<file path="config.mk">
export PLATFORM = sky130hd
export DESIGN_NAME = lap_stopwatch_flat
export DESIGN_NICKNAME = d
export VERILOG_FILES = /design/src/rtl/lap_stopwatch_pkg.sv /design/src/rtl/lap_stopwatch_if.sv /design/src/rtl/lap_stopwatch_lap_buffer.sv /design/src/rtl/lap_stopwatch.sv /design/src/flat_wrapper.sv
export SDC_FILE = /design/constraint.sdc
export NUM_CORES = 1
export LEC_CHECK = 0
export ABC_AREA = 1
export BUFFER_PORTS_ARGS = -buffer_cell sky130_fd_sc_hd__buf_2
export CAP_MARGIN = 30
export CORE_UTILIZATION = 60
export CTS_CLUSTER_DIAMETER = 150
export DETAILED_ROUTE_END_ITERATION = 8
export PLACE_DENSITY = 0.78
export SLEW_MARGIN = 20
export SYNTH_ARGS = -nofsm -noshare
export SYNTH_HDL_FRONTEND = slang
export SYNTH_SLANG_ARGS = --single-unit
export TNS_END_PERCENT = 1
</file>
<file path="constraint.sdc">
create_clock -name clk -period 5.1 [get_ports clk]
set_clock_uncertainty 0.15 [all_clocks]
set_input_delay 0.51 -clock clk [delete_from_list [all_inputs] [get_ports clk]]
set_output_delay 0.51 -clock clk [all_outputs]
set_load 0.02 [all_outputs]
</file>
<file path="src/rtl/lap_stopwatch_pkg.sv">
// Shared types and constants for the lap stopwatch.
// Time fields are fixed at 6 bits internally (0..59); ports widen them to CNT_W.
// The helper functions cover the LAP_DELTA_EN review path.
package lap_stopwatch_pkg;

    typedef enum logic [2:0] {
        IDLE,
        RUN,
        SPLIT,
        STOPPED,
        REVIEW
    } sw_state_t;

    localparam int unsigned SEC_MAX       = 59;
    localparam int unsigned MIN_MAX       = 59;
    localparam int unsigned SECS_PER_HOUR = 3600;
    localparam int unsigned FIELD_W       = 6;

    typedef struct packed {
        logic [FIELD_W-1:0] minutes;
        logic [FIELD_W-1:0] seconds;
    } sw_time_t;

    // One-second advance, wrapping 59:59 to 00:00.
    function automatic sw_time_t time_inc(sw_time_t t);
        sw_time_t r;
        r = t;
        if (t.seconds == FIELD_W'(SEC_MAX)) begin
            r.seconds = '0;
            r.minutes = (t.minutes == FIELD_W'(MIN_MAX)) ? '0 : t.minutes + FIELD_W'(1);
        end else begin
            r.seconds = t.seconds + FIELD_W'(1);
        end
        return r;
    endfunction

    function automatic logic [11:0] time_to_secs(sw_time_t t);
        return 12'(t.minutes) * 12'd60 + 12'(t.seconds);
    endfunction

    function automatic sw_time_t secs_to_time(logic [11:0] s);
        sw_time_t r;
        r.minutes = FIELD_W'(s / 12'd60);
        r.seconds = FIELD_W'(s % 12'd60);
        return r;
    endfunction

    // (a - b) modulo one hour; the add-back is ordered so 12 bits never overflow.
    function automatic sw_time_t lap_delta(sw_time_t a, sw_time_t b);
        logic [11:0] sa;
        logic [11:0] sb;
        logic [11:0] d;
        sa = time_to_secs(a);
        sb = time_to_secs(b);
        if (sa >= sb) d = sa - sb;
        else          d = (12'(SECS_PER_HOUR) - sb) + sa;
        return secs_to_time(d);
    endfunction

endpackage

</file>
<file path="src/rtl/lap_stopwatch_if.sv">
// Button and display bundle between the clock top level and the lap stopwatch.
// master: button source / display consumer; slave: the stopwatch.
interface lap_stopwatch_if #(
    parameter int unsigned CNT_W     = 6,
    parameter int unsigned LAP_DEPTH = 4
);
    localparam int unsigned LC_W = $clog2(LAP_DEPTH + 1);

    logic             start_stop_btn;
    logic             mode_btn;
    logic             rd_btn;
    logic [CNT_W-1:0] minutes_out;
    logic [CNT_W-1:0] seconds_out;
    logic             running;
    logic             split_active;
    logic [LC_W-1:0]  lap_count;
    logic             lap_full;
    logic             lap_overflow;

    modport master (
        output start_stop_btn, mode_btn, rd_btn,
        input  minutes_out, seconds_out, running, split_active,
        input  lap_count, lap_full, lap_overflow
    );

    modport slave (
        input  start_stop_btn, mode_btn, rd_btn,
        output minutes_out, seconds_out, running, split_active,
        output lap_count, lap_full, lap_overflow
    );
endinterface

</file>
<file path="src/rtl/lap_stopwatch_lap_buffer.sv">
// Append-only lap register file: index 0 is the oldest capture.
// A push into a full buffer is dropped and sets the sticky overflow flag.
// LAP_DELTA_EN adds a second read port for the previous entry.
module lap_buffer #(
    parameter int unsigned LAP_DEPTH = 4,
    parameter int unsigned DATA_W    = 12
) (
    input  logic                                  clk,
    input  logic                                  rst,
    input  logic                                  push,
    input  logic                                  clear,
    input  logic [DATA_W-1:0]                     push_data,
    input  logic [((LAP_DEPTH > 1) ? $clog2(LAP_DEPTH) : 1)-1:0] rd_idx,
    output logic [DATA_W-1:0]                     rd_data,
`ifdef LAP_DELTA_EN
    input  logic [((LAP_DEPTH > 1) ? $clog2(LAP_DEPTH) : 1)-1:0] prev_idx,
    output logic [DATA_W-1:0]                     prev_data,
`endif
    output logic [$clog2(LAP_DEPTH + 1)-1:0]      count,
    output logic                                  full,
    output logic                                  overflow
);
    localparam int unsigned LC_W  = $clog2(LAP_DEPTH + 1);
    localparam int unsigned IDX_W = (LAP_DEPTH > 1) ? $clog2(LAP_DEPTH) : 1;

    logic [DATA_W-1:0] mem [LAP_DEPTH];
    logic [LC_W-1:0]   count_q;
    logic              full_q;
    logic              ovf_q;

    // Storage, fill count and flags; clear empties the buffer without touching old contents.
    always_ff @(posedge clk) begin
        if (!rst) begin
            for (int unsigned i = 0; i < LAP_DEPTH; i++) mem[i] <= '0;
            count_q <= '0;
            full_q  <= 1'b0;
            ovf_q   <= 1'b0;
        end else if (clear) begin
            count_q <= '0;
            full_q  <= 1'b0;
            ovf_q   <= 1'b0;
        end else if (push) begin
            if (full_q) begin
                ovf_q <= 1'b1;
            end else begin
                mem[count_q[IDX_W-1:0]] <= push_data;
                count_q <= count_q + LC_W'(1);
                full_q  <= (count_q == LC_W'(LAP_DEPTH - 1));
            end
        end
    end

    assign rd_data  = mem[rd_idx];
`ifdef LAP_DELTA_EN
    assign prev_data = mem[prev_idx];
`endif
    assign count    = count_q;
    assign full     = full_q;
    assign overflow = ovf_q;
endmodule

</file>
<file path="src/rtl/lap_stopwatch.sv">
// Lap stopwatch: MM:SS counter with split freeze and a review-able lap buffer.
// Optional macro LAP_DELTA_EN: REVIEW shows lap-to-lap differences instead of absolute times.
// All display/status outputs are registered from next-state values (one-cycle latency).
module lap_stopwatch
    import lap_stopwatch_pkg::*;
#(
    parameter int unsigned TICK_DIV  = 1,
    parameter int unsigned LAP_DEPTH = 4,
    parameter int unsigned CNT_W     = 6
) (
    input  logic           clk,
    input  logic           rst,
    lap_stopwatch_if.slave sw
);
    localparam int unsigned LC_W   = $clog2(LAP_DEPTH + 1);
    localparam int unsigned IDX_W  = (LAP_DEPTH > 1) ? $clog2(LAP_DEPTH) : 1;
    localparam int unsigned PRE_W  = (TICK_DIV > 1) ? $clog2(TICK_DIV) : 1;
    localparam int unsigned DATA_W = 2 * CNT_W;

    sw_state_t         state, state_nxt;
    logic              ss_q, md_q, rd_q;
    logic              ev_ss, ev_md, ev_rd;
    logic              running_now, tick;
    logic [PRE_W-1:0]  presc, presc_nxt;
    sw_time_t          cnt, cnt_nxt;
    sw_time_t          frozen, frozen_nxt;
    sw_time_t          lap_abs, lap_view, disp;
    logic [IDX_W-1:0]  idx, idx_nxt;
    logic              push, clear;
    logic [DATA_W-1:0] push_data, rd_data;
    logic [LC_W-1:0]   lap_cnt;
    logic              lap_full, lap_ovf;
`ifdef LAP_DELTA_EN
    logic [IDX_W-1:0]  prev_idx;
    logic [DATA_W-1:0] prev_data;
    sw_time_t          lap_prev;
`endif

    // Button history for rising-edge detection.
    always_ff @(posedge clk) begin
        if (!rst) begin
            ss_q <= 1'b0;
            md_q <= 1'b0;
            rd_q <= 1'b0;
        end else begin
            ss_q <= sw.start_stop_btn;
            md_q <= sw.mode_btn;
            rd_q <= sw.rd_btn;
        end
    end

    // Rising edges with start_stop > mode > rd priority; losers are dropped.
    always_comb begin
        ev_ss = sw.start_stop_btn & ~ss_q;
        ev_md = sw.mode_btn & ~md_q & ~ev_ss;
        ev_rd = sw.rd_btn & ~rd_q & ~ev_ss & ~ev_md;
    end

    // Prescaler terminal count gives the one-second tick while running.
    always_comb begin
        running_now = (state == RUN) || (state == SPLIT);
        tick        = running_now && (presc == PRE_W'(TICK_DIV - 1));
    end

    // Working registers.
    always_ff @(posedge clk) begin
        if (!rst) begin
            state  <= IDLE;
            presc  <= '0;
            cnt    <= '0;
            frozen <= '0;
            idx    <= '0;
        end else begin
            state  <= state_nxt;
            presc  <= presc_nxt;
            cnt    <= cnt_nxt;
            frozen <= frozen_nxt;
            idx    <= idx_nxt;
        end
    end

    // Next-state, counter advance, lap capture and review index.
    always_comb begin
        state_nxt  = state;
        cnt_nxt    = tick ? time_inc(cnt) : cnt;
        frozen_nxt = frozen;
        idx_nxt    = idx;
        push       = 1'b0;
        clear      = 1'b0;
        presc_nxt  = presc;
        if (running_now) presc_nxt = tick ? '0 : presc + PRE_W'(1);
        case (state)
            IDLE: begin
                if (ev_ss) state_nxt = RUN;
            end
            RUN: begin
                if (ev_ss) begin
                    state_nxt = STOPPED;
                end else if (ev_md) begin
                    push       = 1'b1;
                    frozen_nxt = cnt;
                    state_nxt  = SPLIT;
                end
            end
            SPLIT: begin
                if (ev_ss)      state_nxt = STOPPED;
                else if (ev_md) state_nxt = RUN;
            end
            STOPPED: begin
                if (ev_ss) begin
                    state_nxt = RUN;
                end else if (ev_md) begin
                    state_nxt = IDLE;
                    cnt_nxt   = '0;
                    presc_nxt = '0;
                    clear     = 1'b1;
                end else if (ev_rd && (lap_cnt != '0)) begin
                    state_nxt = REVIEW;
                    idx_nxt   = '0;
                end
            end
            REVIEW: begin
                if (ev_ss) begin
                    state_nxt = RUN;
                end else if (ev_md) begin
                    state_nxt = STOPPED;
                end else if (ev_rd) begin
                    idx_nxt = (LC_W'(idx) + LC_W'(1) >= lap_cnt) ? '0 : idx + IDX_W'(1);
                end
            end
            default: state_nxt = IDLE;
        endcase
    end

    assign push_data = {CNT_W'(cnt.minutes), CNT_W'(cnt.seconds)};
`ifdef LAP_DELTA_EN
    assign prev_idx = idx_nxt - IDX_W'(1);
`endif

    lap_buffer #(
        .LAP_DEPTH (LAP_DEPTH),
        .DATA_W    (DATA_W)
    ) u_lap_buffer (
        .clk       (clk),
        .rst       (rst),
        .push      (push),
        .clear     (clear),
        .push_data (push_data),
        .rd_idx    (idx_nxt),
        .rd_data   (rd_data),
`ifdef LAP_DELTA_EN
        .prev_idx  (prev_idx),
        .prev_data (prev_data),
`endif
        .count     (lap_cnt),
        .full      (lap_full),
        .overflow  (lap_ovf)
    );

    // Lap shown in REVIEW: absolute, or difference from the previous lap for idx>0.
    always_comb begin
        lap_abs.minutes = rd_data[CNT_W +: FIELD_W];
        lap_abs.seconds = rd_data[0 +: FIELD_W];
`ifdef LAP_DELTA_EN
        lap_prev.minutes = prev_data[CNT_W +: FIELD_W];
        lap_prev.seconds = prev_data[0 +: FIELD_W];
        lap_view = (idx_nxt != '0) ? lap_delta(lap_abs, lap_prev) : lap_abs;
`else
        lap_view = lap_abs;
`endif
    end

    // Display source selected by the state being entered.
    always_comb begin
        disp = '0;
        case (state_nxt)
            RUN, STOPPED: disp = cnt_nxt;
            SPLIT:        disp = frozen_nxt;
            REVIEW:       disp = lap_view;
            default:      disp = '0;
        endcase
    end

    // Registered display and status outputs.
    always_ff @(posedge clk) begin
        if (!rst) begin
            sw.minutes_out  <= '0;
            sw.seconds_out  <= '0;
            sw.running      <= 1'b0;
            sw.split_active <= 1'b0;
        end else begin
            sw.minutes_out  <= CNT_W'(disp.minutes);
            sw.seconds_out  <= CNT_W'(disp.seconds);
            sw.running      <= (state_nxt == RUN) || (state_nxt == SPLIT);
            sw.split_active <= (state_nxt == SPLIT);
        end
    end

    assign sw.lap_count    = lap_cnt;
    assign sw.lap_full     = lap_full;
    assign sw.lap_overflow = lap_ovf;
endmodule

</file>
<file path="src/flat_wrapper.sv">
// flat-port wrapper written by rule: the top's interface ports become plain ports
module lap_stopwatch_flat import lap_stopwatch_pkg::*;
#(
    parameter int unsigned TICK_DIV  = 1,
    parameter int unsigned LAP_DEPTH = 4,
    parameter int unsigned CNT_W     = 6
)
  (clk, rst, sw_start_stop_btn, sw_mode_btn, sw_rd_btn, sw_minutes_out, sw_seconds_out, sw_running, sw_split_active, sw_lap_count, sw_lap_full, sw_lap_overflow);
  lap_stopwatch_if #(.CNT_W(CNT_W), .LAP_DEPTH(LAP_DEPTH)) sw_i ();
  input  logic clk;
  input  logic rst;
  input wire logic [$bits(sw_i.start_stop_btn)-1:0] sw_start_stop_btn;
  input wire logic [$bits(sw_i.mode_btn)-1:0] sw_mode_btn;
  input wire logic [$bits(sw_i.rd_btn)-1:0] sw_rd_btn;
  output wire logic [$bits(sw_i.minutes_out)-1:0] sw_minutes_out;
  output wire logic [$bits(sw_i.seconds_out)-1:0] sw_seconds_out;
  output wire logic [$bits(sw_i.running)-1:0] sw_running;
  output wire logic [$bits(sw_i.split_active)-1:0] sw_split_active;
  output wire logic [$bits(sw_i.lap_count)-1:0] sw_lap_count;
  output wire logic [$bits(sw_i.lap_full)-1:0] sw_lap_full;
  output wire logic [$bits(sw_i.lap_overflow)-1:0] sw_lap_overflow;
  assign sw_i.start_stop_btn = sw_start_stop_btn;
  assign sw_i.mode_btn = sw_mode_btn;
  assign sw_i.rd_btn = sw_rd_btn;
  assign sw_minutes_out = sw_i.minutes_out;
  assign sw_seconds_out = sw_i.seconds_out;
  assign sw_running = sw_i.running;
  assign sw_split_active = sw_i.split_active;
  assign sw_lap_count = sw_i.lap_count;
  assign sw_lap_full = sw_i.lap_full;
  assign sw_lap_overflow = sw_i.lap_overflow;
  lap_stopwatch #(.TICK_DIV(TICK_DIV), .LAP_DEPTH(LAP_DEPTH), .CNT_W(CNT_W)) u_core (.clk(clk), .rst(rst), .sw(sw_i));
endmodule
</file>
### Yosys cells after proc, flatten, opt, wreduce, memory -nomap -nowiden

Memory sizes are Yosys's and may differ from the RTL's.
Index checks and enable logic that the tools add are counted.

| operators by class | value |
|---|---|
| add/sub/neg operators | 6 |
| order comparisons | 1 |
| equality and inequality tests | 11 |
| mux-type cells | 49 |
| bitwise gates (word level) | 14 |
| reductions and logical operators | 11 |

Operator list:

| cell | count |
|---|---|
| $mux W12 | 8 |
| $pmux W12 S3 | 1 |
| $mux W3 | 10 |
| $mux W6 | 3 |
| $mux W1 | 17 |
| $mux W2 | 8 |
| $eq A3 B2 Y1 const B | 5 |
| $pmux W3 S5 | 1 |
| $add A6 B1 Y6 const B | 2 |
| $eq A6 B6 Y1 const B | 2 |
| $reduce_or A12 Y1 | 1 |
| $not A1 Y1 | 8 |
| $and A1 B1 Y1 | 6 |
| $eq A3 B1 Y1 const B | 2 |
| $eq A3 B3 Y1 const B | 2 |
| $pmux W2 S2 | 1 |
| $reduce_and A2 Y1 | 2 |
| $reduce_or A2 Y1 | 2 |
| $add A2 B1 Y3 const B | 1 |
| $add A3 B1 Y3 const B | 1 |
| $ge A3 B3 Y1 | 1 |
| $logic_not A3 Y1 | 1 |
| $reduce_bool A3 Y1 | 1 |
| $add A2 B1 Y2 const B | 1 |
| other kinds (3) | 5 |

| word-level totals | value |
|---|---|
| register bits after elaboration | 52 |
| RAM bits | 48 |
| output and inout bits | 19 |
| memories | 1 |

Memory list:

| memory | depth | width | rd ports | clocked after memory_dff | write ports | line | source |
|---|---|---|---|---|---|---|---|
| u_core.u_lap_buffer.mem | 4 | 12 | 1 | 0 | 4 | lap_stopwatch_lap_buffer.sv:26 | `logic [DATA_W-1:0] mem [LAP_DEPTH];` |

### Logic depth before layout (Yosys ltp)

Gate-level depths: netlist of the first run.

| depth | value |
|---|---|
| word-level depth | 14 |
| depth in mapped cells | 14 |
| depth with buffers taken out | 13 |

### Cells and area by module

Synthesis of the first run repeated with hierarchy kept, for this count alone.

| second synthesis, totals | value |
|---|---|
| cells, all modules | 631 |
| area total of the unflattened synthesis | 5,048.6 µm² |

Modules (own cells, without submodules):

| module | times used | cells an instance | area an instance (µm²) | seq. area each (µm²) |
|---|---|---|---|---|
| lap_stopwatch | 1 | 386 | 2,621.3 | 940.9 |
| lap_buffer | 1 | 245 | 2,427.3 | 1,541.5 |

### Worst setup path before layout of the first run

OpenSTA, ideal clock, no wires.

| timing path | value |
|---|---|
| path type | input port to flip-flop |
| start point | input sw_mode_btn |
| end point | memory u_core.u_lap_buffer.mem[3][0], enable pin |
| library setup time | 0.400 ns |
| data arrival time | 2.194 ns |
| data required time | 4.550 ns |
| setup slack | 2.356 ns |
| stages | 6 |
| cell sequence | nand2_2 nor2_4 nand4_2 nor2_2 inv_1 o31ai_1 |

RTL lines:

| element | line | source |
|---|---|---|
| start, declared | flat_wrapper.sv:13 | `input wire logic [$bits(sw_i.mode_btn)-1:0] sw_mode_btn;` |
| end, declared | lap_stopwatch_lap_buffer.sv:26 |  |

==> results.yml, run 1 <==
cells_and_area:
  area_delta_synth_final_pct: 5.63
  nets: 679
  fill_cells: 702
  layout-drive-gt1-share_pct: 12.5
  diodes: 0
  instances_no_fill: 775
sta:
  timing.final.hold_violations: 0
  rsz0062_at_grt: "no"
  slew_headroom_pct: 40.0
  min_period_ns: 3.01
  tightest_slew_ns: 0.899
  slew_violations: 0
  clock.fmax_mhz: 332
  fin_crit_sh_pct: 59.0
  finalWorstSetupSlack_ns: 2.09
  tns_ns: 0
  setup-violations-final: 0
global_route:
  antenna_found_initial: 0
  grt_remaining_overflow: 0
  grtUsageTotal_pct: 28.3
  grt_pass1_wl_um: 18800
  grt_max_degree: 46
  grt_pass1_vias: 3823
yosys:
  async_reset_ff_share_pct: 0
  syn_nets: 668
  syn_avg_cell_area_sq_um: 7.85
  yosysTopAreaCellShare_pct: 28.1
  post-synth-top-area-cell: "edfxtp_1"
  yosysMostFrequentCell: "nand2_1"
  synth_edf_count: 48
  ys_seq_area_share_pct: 48.3
  synth_commonest_cells: "nand2_1 (140), inv_1 (115), nor2_1 (93)"
  netlist_instances: 654
  synth_cell_types: 36
  synth_warnings: 0
  netlist_area_sq_um: 5130
  synth_flop_cell: "dfxtp_1"
  synth.area.top_cells: "edfxtp_1 (28%), dfxtp_1 (20%), nand2_1 (10%)"
  ys_ff_latch: 100
power_and_ir_drop:
  power_density_nw_per_um2: 283
  seqPwrFrac_pct: 56.9
  sw_frac_of_total_pct: 24.9
  leakage_uw: 0.00230
  pwr-share-comb_pct: 8.1
  p_int_uw: 1150
  ir_worst_vdd_mv: 0.168
  p_clk_share_pct: 35.0
  p_sw_uw: 382
placement:
  gp_congestion: 0.950
  dpl.hpwl_um: 8570
  place_ws_ns: 1.84
  io_buffer_count: 23
  dp.cells: 758
setup_path:
  slowest_stage: "nand2_1"
  cpPeakStageDelay_ns: 0.50
  crit_family: "simple AND/OR/NAND/NOR gates"
  cpMostUsedCell: "nand2_1"
  critPathCaptureType: "register"
  critPathBufInv: 1
  critPathMaxFanout: 26
  worstPathRequired_ns: 4.96
  worstPathCellList: "inv_1, nand2_2, nor2_4, nand4_2, nor2_2, nand2_1, nor2_1, nand2_1, nand2_1"
  crit_path_start_kind: "register"
  worstPathArrival_ns: 2.86
  critPathKind: "register to register"
run_status:
  outcome: "complete, no violations"
floorplanning:
  die_w_um: 94.5
  rows: 33
  die_area_sq_um: 8930
  initial_core_util_pct: 62.2
  die_y_um: 94.5
  fp.coreArea_sq_um: 8260
  io_pins: 24
cts:
  htree_levels: 3
  clk_pin_slew_ns: 0.09
  root_buffer: "clkbuf_8"
  cts_buffers: 9
  cts_max_path_buffers: 2
  ctsHoldBuffers: 0
  clock_latency_ns: 0.36
  cts_setup_buffers: 0
  cts.sinks: 100
  ctsResizeCount: 0
  cts_tree: "done"
route:
  drc: 0
  wire_per_inst_um: 15.3
  vias: 4218
  wl_um: 11800
  viasPerCell: 5.44
  drt_iter0_markers: 355
  firstDrtPassIters: 7
  ant_nets: 0
flow_run:
  cap_viol_max_count: 0
min_path:
  hp-class: "input port to register"
==> final cells by class <==
class / instances / area (sq um) / share of cell area [%]
tap: 105 / 131 / 2.42
clock buffer: 12 / 156 / 2.88
inverter: 125 / 469 / 8.65
clock inverter: 4 / 55.1 / 1.01
timing repair buffer: 24 / 123 / 2.26
multi-input combinational: 405 / 2010 / 37.0
sequential: 100 / 2480 / 45.8
==> layer usage <==
metal	routed length, um	up-vias	track usage [%]	part of all wire [%]
met1	5000	1913	37.6	42
met2	5580	191	46.7	47
li1	-	2087	-	-
met4	317	0	10.1	2.7
met3	925	27	4.75	7.8
met5	0	-	0	0
==> power groups by stage <==
stage | clock network (uW) | logic, uW | registers, uW
global placement | 0 | 118 | 890
detailed placement | 0 | 122 | 890
finish | 537 | 124 | 872
global route | 570 | 138 | 874
floorplan | 0 | 93.9 | 892
CTS | 534 | 122 | 872
==> state kept, by name, indices dropped and copies added, names as in the netlist, 2 cells and up <==
name,count
u_core.u_lap_buffer.count,3
u_core.sw.seconds_out,6
u_core.cnt,12
u_core.frozen,12
u_core.u_lap_buffer.mem,48
u_core.sw.minutes_out,6
u_core.state,3
u_core.idx,2
==> tightest hold or removal path, delay by kind of cell <==
kind,cells,cell delay (ns)
AND/OR/NAND/NOR,1,0.04
buffers and inverters,2,0.13
==> logic make-up (layout without fill, tap and decap cells) <==
family,after synthesis,count (layout),share of synthesized area [%]
AO/OA/AOI/OAI,50,50,6.34
XOR/XNOR,2,2,0.341
adder cells (fa/ha/maj),9,9,2.19
buffers and inverters,149,165,12.7
flip-flops,100,100,48.3
AND/OR/NAND/NOR,344,344,30.1
==> cells in the final DEF (no fill, tap or decap), types with 10 or more instances in the layout <==
cell type / n
buf_2: 23
nand3_1: 61
o21ai_0: 18
inv_2: 10
edfxtp_1: 48
a21oi_2: 13
nand4_1: 20
inv_1: 115
nand2_1: 140
dfxtp_1: 52
nor2_1: 93
==> worst paths after layout <==
check / start / end / slack [ns] / cells past startpoint
hold / removal: sw_rd_btn / u_core.rd_q / 0.20 / 3
setup reg to reg: u_core.md_q / u_core.u_lap_buffer.mem[2][4] / 2.09 / 9
setup / recovery: u_core.md_q / u_core.u_lap_buffer.mem[2][4] / 2.09 / 9
hold reg to reg: u_core.presc / u_core.presc / 0.30 / 2
==> through the flow <==
step | util (%) | total power [uW] | hold WS (ns) | area (sq um)
5_1_grt | 65.7 | 1580 | 0.221 | 5420
3_5_place_dp | 63.0 | 1010 | 0.291 | 5200
6_report | 65.7 | 1530 | 0.203 | 5420
4_1_cts | 65.6 | 1530 | 0.191 | 5420
3_3_place_gp | 63.0 | 1010 | 0.284 | 5200
2_1_floorplan | - | 986 | 0.274 | 5130
No activity file was read; power rests on OpenSTA's default activity.
==> run 2: changes to the inputs <==
Clock period 5.1 ns to 2.8 ns, I/O delays scaled along.
==> run 2 against run 1 <==
Effect of this change:
- largest cell class unchanged
- critical path depth is 1 higher
- highest routed layer unchanged
- sequential cell count unchanged
- final area rose by 1.2%
- die area unchanged
- first-iteration DRC count increased by 1.4%
- critical endpoint is now u_core.u_lap_buffer.mem[1][10]
- combinational power is 92% higher
- power is 76% higher
- clock-buffer cell count shrank 2
- final cell count increased by 1.4%
==> results.yml, run 2 (same netlist as run 1, synthesis figures left out) <==
power_and_ir_drop:
  ir_worst_vdd_mv: 0.273
  p_sw_uw: 717
  p_clk_share_pct: 32.1
  sw_frac_of_total_pct: 26.6
  p_int_uw: 1970
  leakage_uw: 0.00234
  seqPwrFrac_pct: 59.0
  power_density_nw_per_um2: 490
  pwr-share-comb_pct: 8.9
sta:
  slew_headroom_pct: 46.5
  tightest_slew_ns: 0.801
  slew_violations: 0
  finalWorstSetupSlack_ns: 0.332
  min_period_ns: 2.47
  timing.final.hold_violations: 0
  tns_ns: 0
  fin_crit_sh_pct: 88.1
  clock.fmax_mhz: 405
  setup-violations-final: 0
  rsz0062_at_grt: "no"
setup_path:
  worstPathCellList: "dlygate4sd3_1, buf_2, nand2_2, nor2_4, nand4_2, nor2_2, inv_1, nor2_2, nand2_1, nand2_1"
  cpPeakStageDelay_ns: 0.53
  crit_family: "simple AND/OR/NAND/NOR gates"
  critPathMaxFanout: 12
  critPathCaptureType: "register"
  crit_path_start_kind: "input port"
  slowest_stage: "dlygate4sd3_1"
  worstPathRequired_ns: 2.65
  critPathKind: "input port to register"
  worstPathArrival_ns: 2.32
  critPathBufInv: 3
cts:
  cts_max_path_buffers: 2
  root_buffer: "clkbuf_8"
  cts_buffers: 9
  htree_levels: 3
  clk_pin_slew_ns: 0.10
  cts.sinks: 100
  cts_tree: "done"
  clock_latency_ns: 0.37
route:
  viasPerCell: 5.49
  ant_nets: 0
  wire_per_inst_um: 15.4
  vias: 4313
  firstDrtPassIters: 6
  wl_um: 12100
  drt_iter0_markers: 360
  drc: 0
floorplanning:
  rows: 33
  fp.coreArea_sq_um: 8260
  die_w_um: 94.5
  io_pins: 24
  die_y_um: 94.5
  die_area_sq_um: 8930
  initial_core_util_pct: 62.2
global_route:
  grt_max_degree: 44
  antenna_found_initial: 0
  grt_remaining_overflow: 0
  grt_pass1_vias: 4123
  grtUsageTotal_pct: 29.4
  grt_pass1_wl_um: 19900
cells_and_area:
  top_register: "u_core.u_lap_buffer.mem"
  diodes: 0
  layout-drive-gt1-share_pct: 13.7
  area_delta_synth_final_pct: 6.85
  layout_commonest_cell: "nand2_1"
  largest_reg_flops: 48
  layout_common_cells: "nand2_1 (140), inv_1 (115), nor2_1 (93)"
  nets: 690
  fill_cells: 727
  reg_top3: "u_core.u_lap_buffer.mem x48, u_core.cnt x12, u_core.frozen x12"
flow_run:
  cap_viol_max_count: 0
placement:
  dpl.hpwl_um: 8250
  io_buffer_count: 23
  gp_congestion: 0.870
  place_ws_ns: 0.280
min_path:
  hp-class: "input port to register"
run_status:
  outcome: "complete, no violations"
-- run 2: power by group through the flow --
stage               logic, uW  registers [uW]  clock network, uW
floorplan                 171            1620                  0
global placement          226            1620                  0
detailed placement        231            1620                  0
CTS                       235            1590                863
global route              264            1590                923
finish                    238            1590                864
-- run 2: area by class of cell --
type | count | area [sq um] | area share (%)
timing repair buffer | 35 | 213 | 3.88
tap | 105 | 131 | 2.39
clock inverter | 6 | 38.8 | 0.707
clock buffer | 10 | 138 | 2.51
sequential | 100 | 2480 | 45.2
inverter | 125 | 469 | 8.55
multi-input combinational | 405 | 2010 | 36.7
-- run 2: worst paths after layout --
path,startpoint,endpoint,slack [ns],cells after the start
setup / recovery,sw_mode_btn,u_core.u_lap_buffer.mem[1][10],0.33,10
hold / removal,rst,u_core.md_q,0.07,3
setup reg to reg,u_core.idx[0],u_core.sw.minutes_out[4],0.40,13
hold reg to reg,u_core.presc,u_core.presc,0.30,2
-- run 2: repair_timing --
| action | CTS | global route |
|---|---|---|
| setup buffers | 0 | 0 |
| setup endpoints to repair | 0 | 1 |
| endpoints found under the hold margin | 3 | 0 |
| resized for setup | 0 | 1 |
| hold buffers | 3 | 0 |
-- run 2: per-layer routing --
layer	vias to the layer above	part of all wire, %	wire [um]	global-route usage, %
li1	2108	-	-	-
met1	2010	44	5300	39.3
met3	24	7.4	896	5.07
met5	-	0	0	0
met2	171	47	5700	48.6
met4	0	1.6	188	9.97
-- run 2: worst min-delay path: stages --
cell and delay, ns:
buf_2 0.17, nand2_1 0.08, inv_1 0.03
-- run 2: stage by stage --
stage / std cells / hold WS (ns) / area [sq um] / power, uW / util, %
after floorplan: 654 / 0.223 / 5130 / 1800 / -
after global placement: 767 / 0.283 / 5270 / 1850 / 63.8
after detailed placement: 767 / 0.288 / 5270 / 1850 / 63.8
after CTS: 786 / 0.0734 / 5480 / 2690 / 66.3
after global routing: 786 / 0.0800 / 5490 / 2780 / 66.4
final: 786 / 0.0740 / 5490 / 2690 / 66.4
